<file path="src/rtl/mul_div_unit.sv">
// Iterative multiply/divide unit: shift-add multiply and restoring divide,
// one bit per cycle, with valid/ready handshakes on request and result.
//
// Ports:
//   clk, rst_n                 clock, async active-low reset
//   in_valid/in_ready          request handshake
//   op                         00 MULU, 01 MULS, 10 DIVU, 11 DIVS
//   a, b                       operands (multiplicand/dividend, multiplier/divisor)
//   tag                        destination register index
//   out_valid/out_ready        result handshake
//   out_lo                     product low word or quotient
//   out_hi                     product high word or remainder
//   out_tag                    tag captured at accept
//   out_dbz                    divide-by-zero flag
module mul_div_unit #(
    parameter int WIDTH = 32,
    parameter int TAG_W = 5
) (
    input  logic             clk,
    input  logic             rst_n,
    input  logic             in_valid,
    output logic             in_ready,
    input  logic [1:0]       op,
    input  logic [WIDTH-1:0] a,
    input  logic [WIDTH-1:0] b,
    input  logic [TAG_W-1:0] tag,
    output logic             out_valid,
    input  logic             out_ready,
    output logic [WIDTH-1:0] out_lo,
    output logic [WIDTH-1:0] out_hi,
    output logic [TAG_W-1:0] out_tag,
    output logic             out_dbz
);

    localparam int CW = $clog2(WIDTH);

    typedef enum logic [1:0] {IDLE, CALC, DONE} state_t;

    state_t           state;
    logic [CW-1:0]    count;
    logic             is_div;
    logic             neg_lo;
    logic             neg_hi;
    // m_q: multiplicand (mul) or divisor (div)
    // lo_q: multiplier shifting out (mul) or dividend shifting out (div)
    logic [WIDTH-1:0] m_q;
    logic [WIDTH-1:0] hi_q;
    logic [WIDTH-1:0] lo_q;

    logic               a_neg;
    logic               b_neg;
    logic [WIDTH-1:0]   a_mag;
    logic [WIDTH-1:0]   b_mag;
    logic [WIDTH:0]     add_sum;
    logic [WIDTH:0]     trial;
    logic [WIDTH-1:0]   mul_hi_nx;
    logic [WIDTH-1:0]   mul_lo_nx;
    logic [WIDTH-1:0]   div_hi_nx;
    logic [WIDTH-1:0]   div_lo_nx;
    logic [2*WIDTH-1:0] prod;
    logic [2*WIDTH-1:0] prod_s;
    logic [WIDTH-1:0]   quo_s;
    logic [WIDTH-1:0]   rem_s;
    logic               last;

    always_comb begin
        a_neg = op[0] & a[WIDTH-1];
        b_neg = op[0] & b[WIDTH-1];
        a_mag = a_neg ? -a : a;
        b_mag = b_neg ? -b : b;

        // Multiply step: conditional add, then shift {hi,lo} right.
        add_sum   = {1'b0, hi_q} + (lo_q[0] ? {1'b0, m_q} : '0);
        mul_hi_nx = add_sum[WIDTH:1];
        mul_lo_nx = {add_sum[0], lo_q[WIDTH-1:1]};

        // Restoring divide step: borrow bit WIDTH set means no subtract.
        trial = {hi_q, lo_q[WIDTH-1]} - {1'b0, m_q};
        if (!trial[WIDTH]) begin
            div_hi_nx = trial[WIDTH-1:0];
            div_lo_nx = {lo_q[WIDTH-2:0], 1'b1};
        end else begin
            div_hi_nx = {hi_q[WIDTH-2:0], lo_q[WIDTH-1]};
            div_lo_nx = {lo_q[WIDTH-2:0], 1'b0};
        end

        prod   = {mul_hi_nx, mul_lo_nx};
        prod_s = neg_lo ? -prod : prod;
        quo_s  = neg_lo ? -div_lo_nx : div_lo_nx;
        rem_s  = neg_hi ? -div_hi_nx : div_hi_nx;
        last   = (count == CW'(WIDTH - 1));
    end

    always_ff @(posedge clk or negedge rst_n) begin
        if (!rst_n) begin
            state     <= IDLE;
            in_ready  <= 1'b1;
            out_valid <= 1'b0;
            out_lo    <= '0;
            out_hi    <= '0;
            out_tag   <= '0;
            out_dbz   <= 1'b0;
            count     <= '0;
            is_div    <= 1'b0;
            neg_lo    <= 1'b0;
            neg_hi    <= 1'b0;
            m_q       <= '0;
            hi_q      <= '0;
            lo_q      <= '0;
        end else begin
            unique case (state)
                IDLE: begin
                    if (in_valid && in_ready) begin
                        in_ready <= 1'b0;
                        out_tag  <= tag;
                        is_div   <= op[1];
                        neg_lo   <= a_neg ^ b_neg;
                        neg_hi   <= a_neg;
                        count    <= '0;
                        if (op[1] && (b == '0)) begin
                            out_lo    <= '1;
                            out_hi    <= a;
                            out_dbz   <= 1'b1;
                            out_valid <= 1'b1;
                            state     <= DONE;
                        end else begin
                            out_dbz <= 1'b0;
                            hi_q    <= '0;
                            lo_q    <= op[1] ? a_mag : b_mag;
                            m_q     <= op[1] ? b_mag : a_mag;
                            state   <= CALC;
                        end
                    end
                end
                CALC: begin
                    count <= count + 1'b1;
                    hi_q  <= is_div ? div_hi_nx : mul_hi_nx;
                    lo_q  <= is_div ? div_lo_nx : mul_lo_nx;
                    if (last) begin
                        out_lo    <= is_div ? quo_s : prod_s[WIDTH-1:0];
                        out_hi    <= is_div ? rem_s : prod_s[2*WIDTH-1:WIDTH];
                        out_valid <= 1'b1;
                        state     <= DONE;
                    end
                end
                DONE: begin
                    if (out_ready) begin
                        out_valid <= 1'b0;
                        in_ready  <= 1'b1;
                        state     <= IDLE;
                    end
                end
                default: state <= IDLE;
            endcase
        end
    end

endmodule

</file>
<file path="config.mk">
export PLATFORM = sky130hd
export DESIGN_NAME = mul_div_unit
export DESIGN_NICKNAME = d
export VERILOG_FILES = /design/src/rtl/mul_div_unit.sv
export SDC_FILE = /design/constraint.sdc
export NUM_CORES = 1
export LEC_CHECK = 0
export ABC_AREA = 1
export BUFFER_PORTS_ARGS = -buffer_cell sky130_fd_sc_hd__clkbuf_2
export CAP_MARGIN = 40
export CORE_ASPECT_RATIO = 1.1
export CORE_UTILIZATION = 40
export CTS_CLUSTER_SIZE = 24
export DETAILED_ROUTE_END_ITERATION = 10
export GPL_ROUTABILITY_DRIVEN = 0
export PLACE_DENSITY = 0.66
export SYNTH_ARGS = -nofsm -noshare
export SYNTH_HDL_FRONTEND = slang
export SYNTH_SLANG_ARGS = --single-unit
export TNS_END_PERCENT = 20
</file>
<file path="constraint.sdc">
create_clock -name clk -period 3.67 [get_ports clk]
set_clock_uncertainty 0.2 [all_clocks]
set_input_delay 0.1835 -clock clk [delete_from_list [all_inputs] [get_ports clk]]
set_output_delay 0.1835 -clock clk [all_outputs]
set_load 0.02 [all_outputs]
</file>
Word level (Yosys, flattened, before mapping)
Cells that the tools add are included.

Bits in registers: 178. Bits of input ports: 75. Output and inout bits: 72. Word-level logic and storage cells: 93.

Add/subtract/negate cells: 8. Equal/unequal tests: 8. Mux-type cells: 44. Bitwise gates (word level): 4. Reductions and logical operators: 15.

Operators with widths (count): $mux 32 (22); $pmux 32 s2 (4); $neg 32->32 (4); $mux 64 (1); $neg 64->64 (1); $add 32x32->33 (1); $sub 33x32->33 (1); $logic_not 32->1 (1); $reduce_and 3->1 (4); $ne 2x2->1 const B (5); $pmux 5 s2 (1); $mux 1 (8); $mux 2 (4); $pmux 2 s3 (1); $add 5x1->5 const B (1); $eq 5x5->1 const B (1); $mux 5 (1); $reduce_and 5->1 (1); $reduce_and 2->1 (2); $reduce_and 4->1 (1); $reduce_bool 2->1 (2); $pmux 1 s3 (1); $reduce_bool 3->1 (1); $and 1x1->1 (2); other kinds (7) (8).

Longest topological paths before layout
Depth in word-level cells: 7. Mapped depth: 30. Mapped depth without buffers: 28.

Worst setup path after synthesis
Ideal clock, no wire load.

Kind: reg-to-reg. Start: register lo_q[0]. End: register out_hi[29]. Setup time: 0.117 ns. Arrival: 3.058 ns. Required time: 3.353 ns. Setup slack: 0.295 ns. Cell stages (with the launch flop): 26. Buffers on the path: 2. Period minus slack after synthesis: 3.375 ns. Cell sequence: dfrtp_1 > clkbuf_1 > clkbuf_1 > nand2_1 > inv_1 > ha_1 > fa_1 > nand2_1 > nand2_1 > nand2_1 > o21ai_0 > nand2_1 > nand2_1 > nand2_1 > nand2_1 > nand2_1 > nor2_1 > nand3_1 > inv_1 > nand4_1 > nand2_1 > nand3_1 > a21oi_1 > nand2_1 > nand2_1 > nand2_1.

Longest elaborated chain between the ends: 7.

Ends and longest elaborated chain: start, declared (RTL line 48) `logic [WIDTH-1:0] lo_q;`; start signal, assigned (RTL line 129) `lo_q <= op[1] ? a_mag : b_mag;`; start signal, assigned (RTL line 138) `lo_q <= is_div ? div_lo_nx : mul_lo_nx;`; $mux 32 * (RTL line 73) `add_sum = {1'b0, hi_q} + (lo_q[0] ? {1'b0, m_q} : '0);`; $add 32x32->33 * (RTL line 73); $neg 64->64 (RTL line 88) `prod_s = neg_lo ? -prod : prod;`; $mux 64 * (RTL line 88); $mux 32 * (RTL line 141) `out_hi <= is_div ? rem_s : prod_s[2*WIDTH-1:WIDTH];`; $mux 32 * (RTL line 139) `if (last) begin`; $pmux 32 s2 * (RTL line 111) `unique case (state)`; end signal, assigned (RTL line 141); end, declared (RTL line 30) `output logic [WIDTH-1:0] out_hi,`.

Every way passes the cells marked *; elsewhere a longest branch is shown, timed or not. The select of a mux whose other input is x is not followed. A chain may end at the register's enable or synchronous reset.

Final worst setup path
Start: register hi_q[21]. End: register out_hi[23].

Longest elaborated chain between the ends: 7. Elaborated cells on any way between the ends: 10. Those cells by class: 4 x add/sub; 6 x mux.

Ends and longest elaborated chain: start, declared (RTL line 47) `logic [WIDTH-1:0] hi_q;`; start signal, assigned (RTL line 137) `hi_q <= is_div ? div_hi_nx : mul_hi_nx;`; $sub 33x32->33 (RTL line 78) `trial = {hi_q, lo_q[WIDTH-1]} - {1'b0, m_q};`; $mux 32 (RTL line 79) `if (!trial[WIDTH]) begin`; $neg 32->32 (RTL line 90) `rem_s = neg_hi ? -div_hi_nx : div_hi_nx;`; $mux 32 (RTL line 90); $mux 32 * (RTL line 141); $mux 32 * (RTL line 139); $pmux 32 s2 * (RTL line 111).

Marked as above.

==> summary by stage <==
Critical path
The logic depth of the worst path, buffers included is 24. The startpoint class of the critical path is a register. The arrival time of data at the critical path endpoint is a little under 4 ns. In this run the worst path has a maximum fanout of 7.

On the critical path the largest part of the delay comes from simple AND/OR/NAND/NOR gates. The critical path contains buffers and inverters numbering 4 combined. The worst setup path is of the register to register kind. The largest individual stage delay along the critical path comes from the cell sky130_fd_sc_hd__dfrtp_1.

In this run the critical register-to-register path is captured at out_hi[23]. Setup slack on the worst reg-to-reg path comes out at -0.06 ns. STA puts the critical path data required time at 3.84 ns. The endpoint type of the worst setup path is a register. The startpoint identified for the worst register-to-register timing path is hi_q[21]. The number of cells on the worst reg-to-reg path is 24. The signal on the critical path passes through ha_1 > nand2_2 > inv_2 > nand2_1 > nand2_1 > inv_1 > nand2_1 > a21oi_4 > buf_12 > nand2_4 > nand2_8 > nand2_8 > buf_4 > nand2_1 > nand2_1 > nor2_1 > nand2_1 > nand3b_2 > nand2_4 > nand3_1 > nand2_1 > nand2_1 > nand2_1 > nand2_1. For this run, the slowest stage of the critical path takes 0.51 ns. In this design, the critical path's most frequently occurring cell is sky130_fd_sc_hd__nand2_1.

Place
Port buffering added 146 buffers. The placement-stage cell area is 22500 sq um. The worst slack at placement is -0.164 ns. The HPWL after detailed placement is 69.3 mm.

STA
Setup repair after global routing could not meet its margin everywhere. For the final routed database, the setup TNS stands at -0.0798 ns. The final worst slack is -0.0621 ns. The final hold violation count is 0. For the finished layout, the period the worst path requires is about 3.7 ns.

The number of setup violations in the final report is 2. The final-report max-slew violation count is 0. Static timing analysis puts the maximum clock frequency at 268 MHz. The actual slew at the worst max-slew pin is 0.968 ns. Headroom to the max-slew limit came out at 35.2%. After layout, the worst path uses 102% of the clock period.

Finish
The leading cell type in the layout, fill and taps excluded is sky130_fd_sc_hd__nand2_1. In the layout the commonest cells are sky130_fd_sc_hd__nand2_1, sky130_fd_sc_hd__inv_1, sky130_fd_sc_hd__nor2_1, sky130_fd_sc_hd__buf_4. Relative to the synthesized area, the layout overhead comes to 25.4%. The finished cells cover 24600 sq um. The fraction of layout cells with a size suffix above 1 is 19.4%. In the final design database the tool counted 3839 nets.

Yosys
The post-synthesis instance area is 19600 sq um. The leading register cell type out of synthesis is sky130_fd_sc_hd__dfrtp_1. The share of synthesized flip-flops with an asynchronous set or reset is 100%. After synthesis, flip-flops and latches occupy 22.7% of the total area. The number of flip-flops and latches in the synthesized netlist is 178. The number of flops mapped to enable cells by yosys is 0. In this run the mean area of a mapped cell was 5.81 sq um. Synthesis instantiated 62 different standard cells from the library. The Yosys step of the flow raised 0 warnings.

Synthesis produced a netlist with a net count of 3525. The cell count after synthesis came out at 3374.

Floorplan
The floorplan has 84 rows. The die height is 234 um. The die covers around 50000 sq um. In this run the count of I/O pins placed on the die edge is 147. After floorplanning, the core was sized to cover around 48000 sq um. The initial utilization of the core area, before any placement, comes to 40.8%. The die width is 213 um.

Clock tree
The number of buffers created by CTS is 17. Clock tree synthesis selected as its root buffer the cell sky130_fd_sc_hd__clkbuf_16. The CTS tree is yes. In this run the number of H-tree levels came out at 4. The clock transition at the register clock pins on the worst setup and hold paths after CTS is ~0.080 ns. The number of sinks on the clock net is 178. The insertion delay to the later sink of the worst-skew pair is 0.48 ns.

In this run the deepest clock path goes through 2 buffers.

GRT
The total overflow left after global routing is 0. The largest net degree at the start of global routing is ~140. Across every metal layer, demand over resource in global routing totals 35.4%.

The via count of the first global-routing pass is around 22000. The first-pass GRT wire length is 131 mm. The initial antenna violation count is 3.

Route
The length of the first detailed-routing pass in iterations is 6. The overall routed net length is 89.2 mm. The routed via count is 24415. In the routed design, unresolved DRC markers number 0. Once detail routing completed, the nets flagged for antenna violations numbered 0. After the first detailed-routing iteration, the DRC count stood at 2780.

Dividing the detail-routed via count by the number of cells gives between 5 and 6. Dividing the detail-routed wire length by the instance count gives just over 20 um.

Outcome
The flow ran to the end, but the final reports show violations. The final reports fail on setup timing.

Hold path
The worst hold path passes through 4 cells. The beginning of the worst hold path is b[10]. The class of the tightest hold or removal check is primary input to register. The path with the worst hold slack has its endpoint at m_q[10].

Run
The tool flagged a number of max-cap violations equal to 0.

Power
The leakage power total is 13.0 nW. The peak ir drop on the vdd network is 0.320 mV. Dividing total power by cell area gives a power density of approximately 190 nW/um^2.
==> metrics by stage <==
| stage | power, mW | utilization [%] | std cells | hold WS [ns] |
|---|---|---|---|---|
| final | 4.61 | 51.1 | 4348 | 0.0188 |
| after global routing | 4.71 | 51.1 | 4346 | 0.0413 |
| after CTS | 4.58 | 48.9 | 4324 | 0.0116 |
| after detailed placement | 2.45 | 46.9 | 4270 | -0.0639 |
| after global placement | 2.44 | 46.8 | 4269 | -0.0669 |
| after floorplan | 2.20 | - | 3374 | -0.312 |
==> report_power, final <==
group	leakage, nW	switching [mW]	internal, mW
Sequential	2.21	0.00428	1.96
Clock	0.319	0.899	1.24
Combinational	10.5	0.352	0.145
Total	13.0	1.26	3.35
==> worst reg2reg max path, delay by kind of cell, from the launching register on <==
kind	cells	cell delay, ns
AOI/OAI and AO/OA	1	0.18
buffers and inverters	4	0.40
and+or+nand+nor	18	1.98
adders and majority gates	1	0.36
DFF	1	0.51
==> cell families (layout without fill, tap and decap cells) <==
family	Yosys count	after routing	share of synthesized area (%)
mux	1	1	0.0511
xor+xnor	83	83	3.71
compound gates	605	605	17.7
other cells	0	2	0
buf+inv	591	917	11.6
flops	178	178	22.7
fa+ha+maj	76	76	4.93
simple gates	1840	1841	39.2
==> registers in the layout, indices dropped and copies added (netlist names) <==
| signal | count |
|---|---|
| count | 5 |
| hi_q | 32 |
| in_ready | 1 |
| is_div | 1 |
| lo_q | 32 |
| m_q | 32 |
| neg_hi | 1 |
| neg_lo | 1 |
| out_dbz | 1 |
| out_hi | 32 |
| out_lo | 32 |
| out_tag | 5 |
| out_valid | 1 |
| state | 2 |
==> cell usage after synthesis, types with 3 or more instances <==
| cell | instances | share of area [%] |
|---|---|---|
| sky130_fd_sc_hd__buf_2 | 8 | 0.20 |
| sky130_fd_sc_hd__a22oi_1 | 4 | 0.15 |
| sky130_fd_sc_hd__nand2_1 | 1001 | 19 |
| sky130_fd_sc_hd__a41oi_1 | 18 | 0.80 |
| sky130_fd_sc_hd__xnor2_1 | 19 | 0.85 |
| sky130_fd_sc_hd__a31oi_1 | 39 | 1.2 |
| sky130_fd_sc_hd__nand3_1 | 235 | 6.0 |
| sky130_fd_sc_hd__nand3b_1 | 13 | 0.50 |
| sky130_fd_sc_hd__o31ai_1 | 11 | 0.42 |
| sky130_fd_sc_hd__o221ai_1 | 4 | 0.18 |
| sky130_fd_sc_hd__a211oi_1 | 4 | 0.15 |
| sky130_fd_sc_hd__o21bai_1 | 8 | 0.31 |
| sky130_fd_sc_hd__nor4_1 | 11 | 0.35 |
| sky130_fd_sc_hd__o21ai_2 | 3 | 0.13 |
| sky130_fd_sc_hd__o21ai_0 | 241 | 6.2 |
| sky130_fd_sc_hd__clkinv_1 | 4 | 0.077 |
| sky130_fd_sc_hd__o22ai_1 | 20 | 0.64 |
| sky130_fd_sc_hd__inv_1 | 444 | 8.5 |
| sky130_fd_sc_hd__dfrtp_1 | 177 | 23 |
| sky130_fd_sc_hd__buf_1 | 15 | 0.29 |
| sky130_fd_sc_hd__o211ai_1 | 44 | 1.7 |
| sky130_fd_sc_hd__o2111ai_1 | 5 | 0.22 |
| sky130_fd_sc_hd__buf_6 | 4 | 0.23 |
| sky130_fd_sc_hd__nor2_1 | 423 | 8.1 |
| sky130_fd_sc_hd__nand2_4 | 6 | 0.34 |
| sky130_fd_sc_hd__nand4_1 | 48 | 1.5 |
| sky130_fd_sc_hd__inv_2 | 7 | 0.13 |
| sky130_fd_sc_hd__nand2_2 | 15 | 0.48 |
| sky130_fd_sc_hd__nor3_1 | 50 | 1.3 |
| sky130_fd_sc_hd__o21ai_1 | 15 | 0.38 |
| sky130_fd_sc_hd__ha_1 | 74 | 4.7 |
| sky130_fd_sc_hd__clkbuf_1 | 106 | 2.0 |
| sky130_fd_sc_hd__a21oi_1 | 169 | 4.3 |
| sky130_fd_sc_hd__nor2_2 | 8 | 0.26 |
| sky130_fd_sc_hd__or2_2 | 9 | 0.29 |
| sky130_fd_sc_hd__xor2_1 | 64 | 2.9 |
| sky130_fd_sc_hd__o32ai_1 | 11 | 0.49 |
| sky130_fd_sc_hd__and2_1 | 8 | 0.26 |
==> repair_timing <==
action                                  CTS  global route
hold buffers                             20             0
cloned                                    0             2
endpoints found under the setup margin   24            53
endpoints found under the hold margin   197             0
buffers inserted                          2            17
resized for setup                        24           245
pin swaps                                 1            39
==> final cells by class <==
class                      count  area (sq um)
fill                        4948         23500
timing repair buffer         430          3080
antenna                        2          5.00
clock inverter                13           223
sequential                   178          4470
clock buffer                  19           443
tap                          645           807
multi-input combinational   2606         13800
inverter                     455          1710
==> how the worst max path moves through the flow <==
stage | from | endpoint
floorplan | lo_q[0] | out_hi[29]
global placement | m_q[0] | out_hi[17]
detailed placement | m_q[0] | out_hi[17]
CTS | m_q[0] | out_hi[26]
global route | hi_q[21] | out_hi[30]
finish | hi_q[21] | out_hi[23]
==> per-layer routing <==
metal  track usage (%)  wire, um  up-vias
met5                 0        12        -
met4              27.0      7900        2
met3              6.24      8580      354
met2              56.2     39700     1411
met1              42.6     33000    11043
li1                  -         -    11605
No activity file was read; power rests on OpenSTA's default activity.
